$ cat src/rtl/serial_deserializer8.sv
// Serial-in, parallel-out receiver: assembles WIDTH strobed bits into a word and
// presents it through a valid/ack holding register with sticky overrun.
module serial_deserializer8 #(
  parameter int unsigned WIDTH     = 8,
  parameter bit          LSB_FIRST = 1'b1
) (
  input  logic                     clk_i,
  input  logic                     reset_ni,
  input  logic                     ser_in_i,
  input  logic                     ser_valid_i,
  input  logic                     sync_i,
  input  logic                     data_ack_i,
  output logic [WIDTH-1:0]         data_out_o,
  output logic                     data_valid_o,
  output logic                     overrun_o,
  output logic                     busy_o,
  output logic [$clog2(WIDTH)-1:0] bit_cnt_o
);

  localparam int unsigned CntW = $clog2(WIDTH);
  localparam logic [CntW-1:0] LastCnt = CntW'(WIDTH - 1);

  logic [WIDTH-1:0] shreg_q, shreg_d;
  logic [WIDTH-1:0] data_q, data_d;
  logic [CntW-1:0]  cnt_q, cnt_d;
  logic             valid_q, valid_d;
  logic             ovr_q, ovr_d;
  logic             busy_q, busy_d;
  logic [WIDTH-1:0] shifted;
  logic             capture;
  logic             complete;

  always_comb begin
    if (LSB_FIRST) begin
      shifted = {ser_in_i, shreg_q[WIDTH-1:1]};
    end else begin
      shifted = {shreg_q[WIDTH-2:0], ser_in_i};
    end
    capture  = ser_valid_i && !sync_i;
    complete = capture && (cnt_q == LastCnt);

    shreg_d = shreg_q;
    cnt_d   = cnt_q;
    data_d  = data_q;
    valid_d = valid_q;
    ovr_d   = ovr_q;

    if (sync_i) begin
      shreg_d = '0;
      cnt_d   = '0;
      ovr_d   = 1'b0;
    end else if (capture) begin
      shreg_d = shifted;
      cnt_d   = complete ? '0 : cnt_q + 1'b1;
    end

    // A completing word wins over a plain ack so a same-cycle ack causes no bubble.
    if (complete) begin
      if (!valid_q || data_ack_i) begin
        data_d  = shifted;
        valid_d = 1'b1;
      end else begin
        ovr_d = 1'b1;
      end
    end else if (data_ack_i) begin
      valid_d = 1'b0;
    end

    busy_d = (cnt_d != '0);
  end

  always_ff @(posedge clk_i or negedge reset_ni) begin
    if (!reset_ni) begin
      shreg_q <= '0;
      cnt_q   <= '0;
      data_q  <= '0;
      valid_q <= 1'b0;
      ovr_q   <= 1'b0;
      busy_q  <= 1'b0;
    end else begin
      shreg_q <= shreg_d;
      cnt_q   <= cnt_d;
      data_q  <= data_d;
      valid_q <= valid_d;
      ovr_q   <= ovr_d;
      busy_q  <= busy_d;
    end
  end

  assign data_out_o   = data_q;
  assign data_valid_o = valid_q;
  assign overrun_o    = ovr_q;
  assign busy_o       = busy_q;
  assign bit_cnt_o    = cnt_q;

endmodule

$ cat config.mk
export PLATFORM = sky130hd
export DESIGN_NAME = serial_deserializer8
export DESIGN_NICKNAME = d
export VERILOG_FILES = /design/src/rtl/serial_deserializer8.sv
export SDC_FILE = /design/constraint.sdc
export NUM_CORES = 1
export LEC_CHECK = 0
export ABC_AREA = 1
export CORE_MARGIN = 1.5
export CORE_UTILIZATION = 47
export CTS_CLUSTER_DIAMETER = 100
export CTS_CLUSTER_SIZE = 14
export DETAILED_ROUTE_END_ITERATION = 8
export PLACE_DENSITY = 0.75
export SYNTH_ARGS = -nofsm -noshare
export SYNTH_HDL_FRONTEND = slang
export SYNTH_SLANG_ARGS = --single-unit
$ cat constraint.sdc
create_clock -name clk_i -period 1.7 [get_ports clk_i]
set_input_delay 0.255 -clock clk_i [delete_from_list [all_inputs] [get_ports clk_i]]
set_output_delay 0.255 -clock clk_i [all_outputs]
set_load 0.02 [all_outputs]
==> results.json <==
{
  "cp-startpoint": "bit_cnt_o[0]",
  "hpwl_um": 1011,
  "syn_nets": 91,
  "cap_violations": 0,
  "die_width_um": 46.29,
  "io_buffers": 19,
  "clkLatencyLatePin_ns": 0.29,
  "path_buf_inv": 1,
  "cts_resized": 0,
  "p_leak_nw": 0.5299,
  "yosys-top-cells-area": "dfrtp_1 (60%), o21ai_2 (8.9%), inv_1 (7.2%)",
  "cts.root.buffer_cell": "clkbuf_4",
  "hp-class": "in2async",
  "drive_gt1_share_pct": 20.56,
  "drc": 0,
  "htreeDepth": 1,
  "worstSetupPathType": "reg2out",
  "final_common_cell": "dfrtp_1",
  "rsz0062_at_grt": "no",
  "clk_pin_slew_ns": 0.11,
  "die_height_um": 46.29,
  "gp_congestion": 0.6728,
  "vias": 612,
  "synth-warning-count": 0,
  "row_count": 15,
  "start_kind": "register",
  "layout_common_cells": "dfrtp_1 (21), clkdlybuf4s50_1 (19), inv_1 (17)",
  "grtUsageTotal_pct": 15.85,
  "cp_data_arrival_time_ns": 1.32,
  "synth.cell_area_um2": 880.8,
  "clock_path_buffers": 2,
  "nets": 116,
  "cts_sinks": 21,
  "maxSlewViolCount": 0,
  "crit_chain": "clkdlybuf4s50_1",
  "area_growth_pct": 28.69,
  "synth.distinct_cells": 14,
  "synthCells": 83,
  "timing.final.crit_share_pct": 92.40,
  "tightest_slew_ns": 0.3014,
  "power_per_cell_area_nw_per_um2": 900.0,
  "outcome": "completed",
  "r2r_start": "bit_cnt_o[0]",
  "dieArea_um2": 2143,
  "tns_ns": 0,
  "peakVddDrop_mv": 0.7218,
  "yosysSeqAreaShare_pct": 59.66,
  "required_ns": 1.44,
  "wl_met3_um": 61,
  "dr_wl_met2_um": 610,
  "start_util_pct": 50.47,
  "hold_violations": 0,
  "cts_tree": "yes",
  "synth_area_per_cell_um2": 10.61,
  "top_layer": "met4",
  "met1_length_um": 662,
  "utilization_pct": 64.95,
  "grt_pass1_wl_um": 2366,
  "grt_remaining_overflow": 0,
  "vias_per_cell": 4.636,
  "cts_buffers": 3,
  "ant_nets": 0,
  "fmax_mhz": 636.6,
  "path_max_fanout": 4,
  "core_area_um2": 1745,
  "crit_path_max_incr_delay_ns": 0.62,
  "routed_wl_um": 1356,
  "grt_start_max_net_pins": 22,
  "ios": 20,
  "finalSetupViolations": 0,
  "post_cts_buffers": 0,
  "ys_ff_latch": 21,
  "diodes": 0,
  "synth_top_area_share_pct": 59.66,
  "cp_top_family": "buffers and inverters",
  "drt_iter0_drc": 10,
  "wl_per_cell_um": 10.27,
  "yosysTopAreaCell": "dfrtp_1",
  "grt_pass1_vias": 566,
  "skew_ns": 0.001679,
  "hold_buffers": 0,
  "fin_crit_ns": 1.571,
  "antenna_found_initial": 0,
  "crit_path_top_delay_cell": "clkdlybuf4s50_1",
  "drt_pass1_iterations": 4,
  "critPathCaptureType": "output pin",
  "slew_headroom_pct": 79.87
}
## synth_stat cells (all sizes together)
cell and number:
o22ai 7, nor2 3, ha 2, o21ai 9, dfrtp 21, inv 19, nand2 16, nand4 1
o31ai 1, buf 1, nand3 3
## registers in the layout (all words and copies together) (netlist names)
signal,cells
busy_o,1
overrun_o,1
data_out_o,8
bit_cnt_o,3
data_valid_o,1
shreg_q,7
## worst reg2reg max path, delay by kind of cell (launching register included)
kind	cells	cell delay, ns
compound gates	1	0.06
flops	1	0.41
simple gates	2	0.45
fa+ha+maj	2	0.37
## kinds of logic after synthesis
family                   share of synthesized area (%)
AND/OR/NAND/NOR                                  13.35
flip-flops                                       59.66
buffers and inverters                            9.375
AO/OA/AOI/OAI                                    14.77
adder cells (fa/ha/maj)                          2.840
## power breakdown
group / internal [mW] / switching, mW / total, mW
logic: 0.107 / 0.129 / 0.236
registers: 0.536 / 0.0240 / 0.560
clock network: 0.0874 / 0.137 / 0.224
total: 0.730 / 0.290 / 1.02
## cell type report
class / count / area, um2
multi-input cells: 42 / 272.8
flip-flops and latches: 21 / 525.5
fillers: 152 / 611.8
well taps: 25 / 31.28
clock inverters: 1 / 5.005
inverters: 19 / 71.32
repair buffers: 21 / 205.2
clock buffers: 3 / 22.52
## metal layers
layer / vias up / GRT usage (%)
met5: - / 0
met4: 0 / 8.571
met3: 2 / 3.922
met2: 13 / 23.06
met1: 286 / 21.55
li1: 311 / -
## metrics by stage
stage	cell area, um2	instances	setup slack [ns]	power [mW]	hold slack, ns
after floorplan	880.8	83	0.3150	0.6934	-0.04059
after global placement	1106	128	0.1991	0.8040	0.4681
after detailed placement	1106	128	0.1793	0.8063	0.4736
after CTS	1134	132	0.1133	1.035	0.2964
after global routing	1134	132	0.05938	1.088	0.3028
final	1134	132	0.1292	1.020	0.2961
## final timing paths
path	endpoint	slack (ns)	cells after the start
min reg2reg	overrun_o	0.50	2
min	data_out_o[3]	0.30	2
min in group clk_i	overrun_o	0.50	2
max reg2reg	data_out_o[6]	0.31	5
max in group asynchronous	bit_cnt_o[2]	1.20	2
max	bit_cnt_o[0]	0.13	1
Power figures use the tool's default switching activity.
